==> src/rtl/uart_rx_param.sv <==
// Parameterised UART receiver: 2-flop input synchroniser, mid-bit 3-sample majority vote,
// optional parity and 1/2 stop bits, single-entry output holding register with overrun pulse.
module uart_rx_param #(
    parameter int S_CLK     = 50_000_000,
    parameter int BAUD      = 115200,
    parameter int DATA_BITS = 8,
    parameter int PARITY    = 0,
    parameter int STOP_BITS = 1
) (
    input  logic                 sys_clk,
    input  logic                 sys_rst_n,
    input  logic                 data_in,
    output logic [DATA_BITS-1:0] rx_data,
    output logic                 rx_valid,
    input  logic                 rx_ready,
    output logic                 parity_err,
    output logic                 frame_err,
    output logic                 overrun,
    output logic                 busy
);

    localparam int B_CNT = S_CLK / BAUD;
    localparam int HALF  = B_CNT >> 1;
    localparam int CW    = $clog2(B_CNT);
    localparam int BW    = $clog2(DATA_BITS + 1);

    localparam logic [CW-1:0] C_LAST = CW'(B_CNT - 1);
    localparam logic [CW-1:0] C_HM1  = CW'(HALF - 1);
    localparam logic [CW-1:0] C_HALF = CW'(HALF);
    localparam logic [CW-1:0] C_HP1  = CW'(HALF + 1);

    typedef enum logic [2:0] {IDLE, START, DATA, PAR, STOP} state_t;

    state_t               state, state_nxt;
    logic                 sync1, sync2, prev;
    logic [CW-1:0]        cnt;
    logic                 s_a, s_b;
    logic [DATA_BITS-1:0] shreg;
    logic [BW-1:0]        bit_cnt;
    logic                 stop_idx;
    logic                 perr_r, ferr_r;

    logic fall, wrap, vote_pt, vote, par_exp, done, ferr_new;

    // Synchroniser and edge-history flops reset high so reset release cannot look like a start edge
    always_ff @(posedge sys_clk or negedge sys_rst_n) begin
        if (!sys_rst_n) begin
            sync1 <= 1'b1;
            sync2 <= 1'b1;
            prev  <= 1'b1;
        end else begin
            sync1 <= data_in;
            sync2 <= sync1;
            prev  <= sync2;
        end
    end

    assign fall     = prev & ~sync2;
    assign wrap     = (cnt == C_LAST);
    assign vote_pt  = (cnt == C_HP1);
    assign vote     = (s_a & s_b) | (s_a & sync2) | (s_b & sync2);
    assign par_exp  = (^shreg) ^ (PARITY == 1);
    assign done     = (state == STOP) && vote_pt && (stop_idx == 1'(STOP_BITS - 1));
    assign ferr_new = ferr_r | ~vote;

    always_ff @(posedge sys_clk or negedge sys_rst_n) begin
        if (!sys_rst_n) state <= IDLE;
        else            state <= state_nxt;
    end

    always_comb begin
        state_nxt = state;
        case (state)
            IDLE:  if (fall) state_nxt = START;
            START: begin
                if (vote_pt && vote) state_nxt = IDLE;
                else if (wrap)       state_nxt = DATA;
            end
            DATA:  if (wrap && bit_cnt == BW'(DATA_BITS)) state_nxt = (PARITY != 0) ? PAR : STOP;
            PAR:   if (wrap) state_nxt = STOP;
            STOP:  if (done) state_nxt = IDLE;
            default: state_nxt = IDLE;
        endcase
    end

    always_comb begin
        busy = (state != IDLE);
    end

    // Counter sits at 0 throughout IDLE, so START always begins from 0
    always_ff @(posedge sys_clk or negedge sys_rst_n) begin
        if (!sys_rst_n) begin
            cnt <= '0;
            s_a <= 1'b1;
            s_b <= 1'b1;
        end else begin
            if (state == IDLE || state_nxt == IDLE) cnt <= '0;
            else                                    cnt <= wrap ? '0 : cnt + CW'(1);
            if (cnt == C_HM1)  s_a <= sync2;
            if (cnt == C_HALF) s_b <= sync2;
        end
    end

    always_ff @(posedge sys_clk or negedge sys_rst_n) begin
        if (!sys_rst_n) begin
            shreg    <= '0;
            bit_cnt  <= '0;
            stop_idx <= 1'b0;
            perr_r   <= 1'b0;
            ferr_r   <= 1'b0;
        end else if (state == IDLE) begin
            bit_cnt  <= '0;
            stop_idx <= 1'b0;
            perr_r   <= 1'b0;
            ferr_r   <= 1'b0;
        end else begin
            if (vote_pt) begin
                case (state)
                    DATA: begin
                        shreg   <= {vote, shreg[DATA_BITS-1:1]};
                        bit_cnt <= bit_cnt + BW'(1);
                    end
                    PAR:  perr_r <= vote ^ par_exp;
                    STOP: if (!vote) ferr_r <= 1'b1;
                    default: ;
                endcase
            end
            if (state == STOP && wrap) stop_idx <= ~stop_idx;
        end
    end

    // Holding register: load when empty or being drained this cycle, otherwise drop and flag
    always_ff @(posedge sys_clk or negedge sys_rst_n) begin
        if (!sys_rst_n) begin
            rx_data    <= '0;
            rx_valid   <= 1'b0;
            parity_err <= 1'b0;
            frame_err  <= 1'b0;
            overrun    <= 1'b0;
        end else begin
            overrun <= 1'b0;
            if (done) begin
                if (!rx_valid || rx_ready) begin
                    rx_data    <= shreg;
                    parity_err <= perr_r;
                    frame_err  <= ferr_new;
                    rx_valid   <= 1'b1;
                end else begin
                    overrun <= 1'b1;
                end
            end else if (rx_valid && rx_ready) begin
                rx_valid <= 1'b0;
            end
        end
    end

endmodule
==> config.mk <==
export PLATFORM = sky130hd
export DESIGN_NAME = uart_rx_param
export DESIGN_NICKNAME = d
export VERILOG_FILES = /design/src/rtl/uart_rx_param.sv
export SDC_FILE = /design/constraint.sdc
export NUM_CORES = 1
export LEC_CHECK = 0
export ABC_AREA = 1
export ABC_CLOCK_PERIOD_IN_PS = 2600
export CAP_MARGIN = 25
export CORE_MARGIN = 2
export CORE_UTILIZATION = 55
export DETAILED_ROUTE_END_ITERATION = 8
export PLACE_DENSITY = 0.76
export RECOVER_POWER = 100
export SLEW_MARGIN = 20
export SYNTH_ARGS = -nofsm -noshare
export SYNTH_HDL_FRONTEND = slang
export SYNTH_SLANG_ARGS = --single-unit
==> constraint.sdc <==
create_clock -name sys_clk -period 2.6 [get_ports sys_clk]
set_clock_uncertainty 0.2 [all_clocks]
set_input_delay 0.65 -clock sys_clk [delete_from_list [all_inputs] [get_ports sys_clk]]
set_output_delay 0.65 -clock sys_clk [all_outputs]
set_load 0.02 [all_outputs]
==> flow_summary.yaml, run 1 <==
outcome:
  status: "finished clean"
clock_tree:
  cts_made_buffers: 5
  postCtsSetupBuffers: 0
  ctsHoldBuffers: 0
  cts.sinks: 44
  h-tree-depth: 2
  cts_tree: "yes"
  cts-resized-gates: 0
  cts_buffer_depth: 2
  insertion_delay_ns: 0.30
  cts_root_buffer: "clkbuf_8"
  path_clk_slew_ns: 0.08
power_and_ir_drop:
  power_uw: 1290
  ir_worst_vdd_uv: 359
  cellLeakagePower_uw: 0.00150
  power_density_mw_per_mm2: 493
timing:
  finalHoldViolCount: 0
  finalSetupTns_ns: 0
  finalCritPeriodShare_pct: 94.2
  finalCriticalPeriod_ns: 2.45
  rsz0062_at_grt: "false"
  setup_violations: 0
  max_freq_mhz: 408
  drv_slew: 0
  worst_pin_slew_ns: 1.17
  relSlewSlack_pct: 22.2
finish:
  area_growth_syn_to_layout_pct: 13.3
  diodes: 0
  mostFrequentLayoutCells: "inv_1, nand2_1, dfrtp_1"
  fin_nets: 314
  design_area_mm2: 0.00262
  final_common_cell: "inv_1"
  final_layout_size_suffix_gt1_share_pct: 14.4
die:
  die_x_um: 68.9
  rows: 23
  io_pins: 17
  initial_core_util_pct: 57.5
  fp.dieH_um: 68.9
  dieArea_mm2: 0.00474
  core-area_mm2: 0.00403
setup_path:
  worstPathRequired_ns: 1.75
  cp-start-kind: "flip-flop"
  cp_slowest_cell: "clkdlybuf4s50_1"
  cp_data_arrival_time_ns: 1.60
  end_kind: "primary output"
  cpLargestDelayFamily: "buffers and inverters"
  crit_path_max_incr_delay_ns: 0.57
  crit_type: "flip-flop to primary output"
  crit_path_cell_trace: "nor2_2, nand2_2, clkdlybuf4s50_1"
  path_max_fanout: 7
  crit_buf_inv: 1
run:
  maxCapViolCount: 0
logic_synthesis:
  netlist.top_cell.by_area: "dfrtp_1"
  synthesis.nets: 292
  synth_cell_type_count: 28
  synthCells: 282
  synth-seq-cells: 44
  syn_avg_cell_area_um2: 8.21
  yosysWarnings: 0
  synth_seq_area_share_pct: 47.8
  netlist_area_mm2: 0.00231
  synth.area.top_cells: "dfrtp_1, inv_1, nand2_1, dfstp_2, nor2_1"
  synth_top_cell_area_share_pct: 42.2
global_routing:
  grt_overflow: 0
  grt_pass1_wl_mm: 6.84
  grtUsageTotal_pct: 20.3
  grt_max_degree: 24
  grt_pass1_vias: 1560
  antenna_found_initial: 0
routing:
  wl_per_cell_um: 11.4
  drc_errors: 0
  first_pass_iters: 4
  wl_mm: 4.06
  drt_first_iter_violations: 82
  vias: 1735
  via_per_inst: 4.89
  ant_nets: 0
place:
  dpl-instance-area_mm2: 0.00254
  dpl.hpwl_mm: 2.98
  port_buffers: 16
  gp_congestion: 0.884
min_path:
  min_path_type: "flip-flop to flip-flop"
==> layer usage <==
metal	wire length (um)	vias to the layer above	track usage [%]	part of all wire [%]
li1	-	901	-	-
met1	1960	810	25.3	48
met2	1910	19	32.6	47
met3	109	5	5.36	2.7
met4	75	0	10.0	1.8
met5	0	-	0	0
==> Yosys cell counts (all sizes together) <==
master	number
nand3	18
nor3	2
xor2	2
dfrtp	39
inv	60
nand4	6
nand2	61
or2	2
buf	1
xnor2	3
ha	6
nor4	1
dfstp	5
clkbuf	1
o21ai	17
mux2i	3
nor2	41
a21oi	13
clkinv	1
==> cell families (layout without fill, tap and decap cells) <==
group	Yosys count	after routing	share of synthesized area, %
adders and majority gates	6	6	3.24
xor gates and xnor gates	5	5	1.89
AOI/OAI and AO/OA	30	30	6.49
and+or+nand+nor	131	131	29.0
muxes	3	3	1.30
buffers and inverters	63	86	10.3
DFF	44	44	47.8
==> power by group <==
group / switching (uW) / internal, uW / total (uW) / leakage [uW]
logic: 36.0 / 13.1 / 49.1 / 0.000845
registers: 3.59 / 690 / 694 / 0.000596
clock network: 236 / 314 / 550 / 0.0000614
==> area by class of cell <==
class / instances / area [um2]
fillers: 360 / 1410
flip-flops and latches: 44 / 1110
multi-input cells: 175 / 943
inverters: 61 / 229
repair buffers: 17 / 159
clock buffers: 6 / 82.6
well taps: 50 / 62.6
clock inverters: 2 / 38.8
==> registers in the layout, indices dropped and copies added (netlist names) <==
name        cells
cnt             9
rx_data         8
shreg           8
bit_cnt         4
state           3
ferr_r          1
frame_err       1
overrun         1
parity_err      1
perr_r          1
prev            1
rx_valid        1
s_a             1
s_b             1
stop_idx        1
sync1           1
sync2           1
==> stage by stage <==
stage | util [%] | std cells | hold WS [ns] | worst slack (ns)
2_1_floorplan | - | 282 | 0.145 | 0.687
3_3_place_gp | 63.1 | 347 | 0.145 | 0.486
3_5_place_dp | 63.1 | 347 | 0.147 | 0.466
4_1_cts | 66.1 | 355 | 0.128 | 0.135
5_1_grt | 65.1 | 355 | 0.178 | 0.0409
6_report | 65.1 | 355 | 0.164 | 0.151
==> final timing paths <==
kind	from	end	slack (ns)	cells past startpoint
max	state[0]	busy	0.15	3
min	sync1	sync2	0.16	0
max reg2reg	cnt[1]	cnt[5]	0.27	11
min reg2reg	sync1	sync2	0.16	0
max in group asynchronous	sys_rst_n	s_a	0.68	2
min in group asynchronous	sys_rst_n	parity_err	0.36	1
Note: power is estimated with default switching activity, not from simulation.
==> inputs of run 2 (changes only) <==
RECOVER_POWER = 50   (was 100)
TNS_END_PERCENT = 50   (was not set)
==> flow_summary.yaml, run 2 (synthesis results as in run 1) <==
die:
  rows: 23
  dieArea_mm2: 0.00474
  fp.dieH_um: 68.9
  core-area_mm2: 0.00403
  io_pins: 17
  initial_core_util_pct: 57.5
  die_x_um: 68.9
power_and_ir_drop:
  p_int_uw: 1020
  power.share.clock_pct: 42.7
  power_frac_comb_pct: 3.9
  switchingPower_uw: 281
  cellLeakagePower_uw: 0.00148
  power_density_mw_per_mm2: 490
  swShare_pct: 21.6
  sequentialPowerShare_pct: 53.4
  ir_worst_vdd_uv: 359
clock_tree:
  path_clk_slew_ns: 0.08
  postCtsSetupBuffers: 0
  cts_root_buffer: "clkbuf_8"
  cts_buffer_depth: 2
  cts_tree: "yes"
  cts_made_buffers: 5
  cts.sinks: 44
  ctsHoldBuffers: 0
  cts-resized-gates: 0
  insertion_delay_ns: 0.30
  h-tree-depth: 2
timing:
  max_freq_mhz: 406
  relSlewSlack_pct: 20.7
  worst_pin_slew_ns: 1.19
  finalHoldViolCount: 0
  finalSetupTns_ns: 0
  finalCritPeriodShare_pct: 94.8
  rsz0062_at_grt: "false"
  drv_slew: 0
  finalCriticalPeriod_ns: 2.46
  setup_violations: 0
global_routing:
  grt_max_degree: 24
  grt.met3_usage_pct: 5.36
  grt_pass1_wl_mm: 6.84
  grtUsageTotal_pct: 20.3
  grt_overflow: 0
  grt_pass1_vias: 1560
  antenna_found_initial: 0
  globalRouteMet2Util_pct: 32.6
  use_met1_pct: 25.3
  top_usage_layer: "met2"
min_path:
  min_path_type: "flip-flop to flip-flop"
  hp-start: "sync1"
routing:
  drc_errors: 0
  wl_per_cell_um: 11.5
  first_pass_iters: 4
  via_per_inst: 4.89
  vias: 1736
  drt_first_iter_violations: 92
  wl_mm: 4.07
  ant_nets: 0
finish:
  top_register: "cnt"
  mostFrequentLayoutCells: "inv_1, nand2_1, dfrtp_1"
  final_common_cell: "inv_1"
  largest_reg_flops: 9
  design_area_mm2: 0.00265
  area_growth_syn_to_layout_pct: 14.4
  top_regs: "cnt (9), rx_data (8), shreg (8)"
  final_layout_size_suffix_gt1_share_pct: 15.1
  fin_nets: 314
  nFillCells: 354
  diodes: 0
setup_path:
  cp-start-kind: "flip-flop"
  path_max_fanout: 7
  crit_start: "state[0]"
  cp_data_arrival_time_ns: 1.61
  end_kind: "primary output"
  crit_type: "flip-flop to primary output"
  worstPathRequired_ns: 1.75
  reg2reg_from: "cnt[0]"
run:
  maxCapViolCount: 0
place:
  port_buffers: 16
  dpl-instance-area_mm2: 0.00254
  gp_congestion: 0.884
  dpl.hpwl_mm: 2.98
outcome:
  status: "finished clean"
==> run 2: cell types whose count changed in the layout (fill, tap and decap cells not counted) <==
cell | before | now
clkdlybuf4s50_1 | 2 | 14
dlygate4sd3_1 | 13 | 1
nand2_2 | 6 | 5
nand2_4 | 3 | 4
nand3_1 | 18 | 17
nand3_2 | 0 | 1
nand4_2 | 1 | 0
nand4_4 | 0 | 1
nor2_1 | 26 | 25
nor2_4 | 1 | 2
==> run 2: area by class of cell <==
type	count	area, um2	share of cell area, %
clock inverter	2	38.8	1.46
timing repair buffer	17	159	6.00
sequential	44	1110	41.8
multi-input combinational	175	970	36.6
inverter	61	229	8.64
tap	50	62.6	2.36
clock buffer	6	82.6	3.12
==> run 2: per-layer routing <==
layer	up-vias	share of wire, %
met5	-	0
met4	0	2.1
met3	7	2.8
met2	18	47
met1	811	48
li1	900	-
==> run 2: final timing paths <==
| check | to | slack [ns] | cells after the start |
|---|---|---|---|
| min in group asynchronous | parity_err | 0.37 | 1 |
| max | busy | 0.14 | 3 |
| max in group asynchronous | s_a | 0.66 | 2 |
| min | sync2 | 0.16 | 0 |
| max reg2reg | cnt[5] | 0.51 | 13 |
| min reg2reg | sync2 | 0.16 | 0 |
==> run 2: power groups by stage <==
stage	clock network, uW	registers, uW	logic [uW]
3_5_place_dp	0	707	54.8
4_1_cts	565	694	55.1
2_1_floorplan	0	707	25.6
3_3_place_gp	0	707	54.0
5_1_grt	602	694	57.6
6_report	555	693	50.5
==> run 2: critical path, cell delays in order (launching register included) <==
cell and delay [ns]:
dfrtp_1 0.41, nor2_2 0.18, nand2_2 0.16, clkdlybuf4s50_1 0.57
==> run 2: stage by stage <==
stage          total power (uW)  setup slack, ns  hold slack (ns)  utilization [%]  cells
3_5_place_dp                762            0.466            0.147             63.1    347
3_3_place_gp                761            0.486            0.145             63.1    347
2_1_floorplan               732            0.687            0.145                -    282
5_1_grt                    1350           0.0629            0.178             65.7    355
6_report                   1300            0.135            0.164             65.7    355
4_1_cts                    1310            0.135            0.128             66.1    355
==> inputs of run 3 (changes only) <==
ABC_CLOCK_PERIOD_IN_PS = not set   (was 2600)
==> results of run 3 <==
Same layout as run 2: the final DEF is identical, and so are final timing and power.
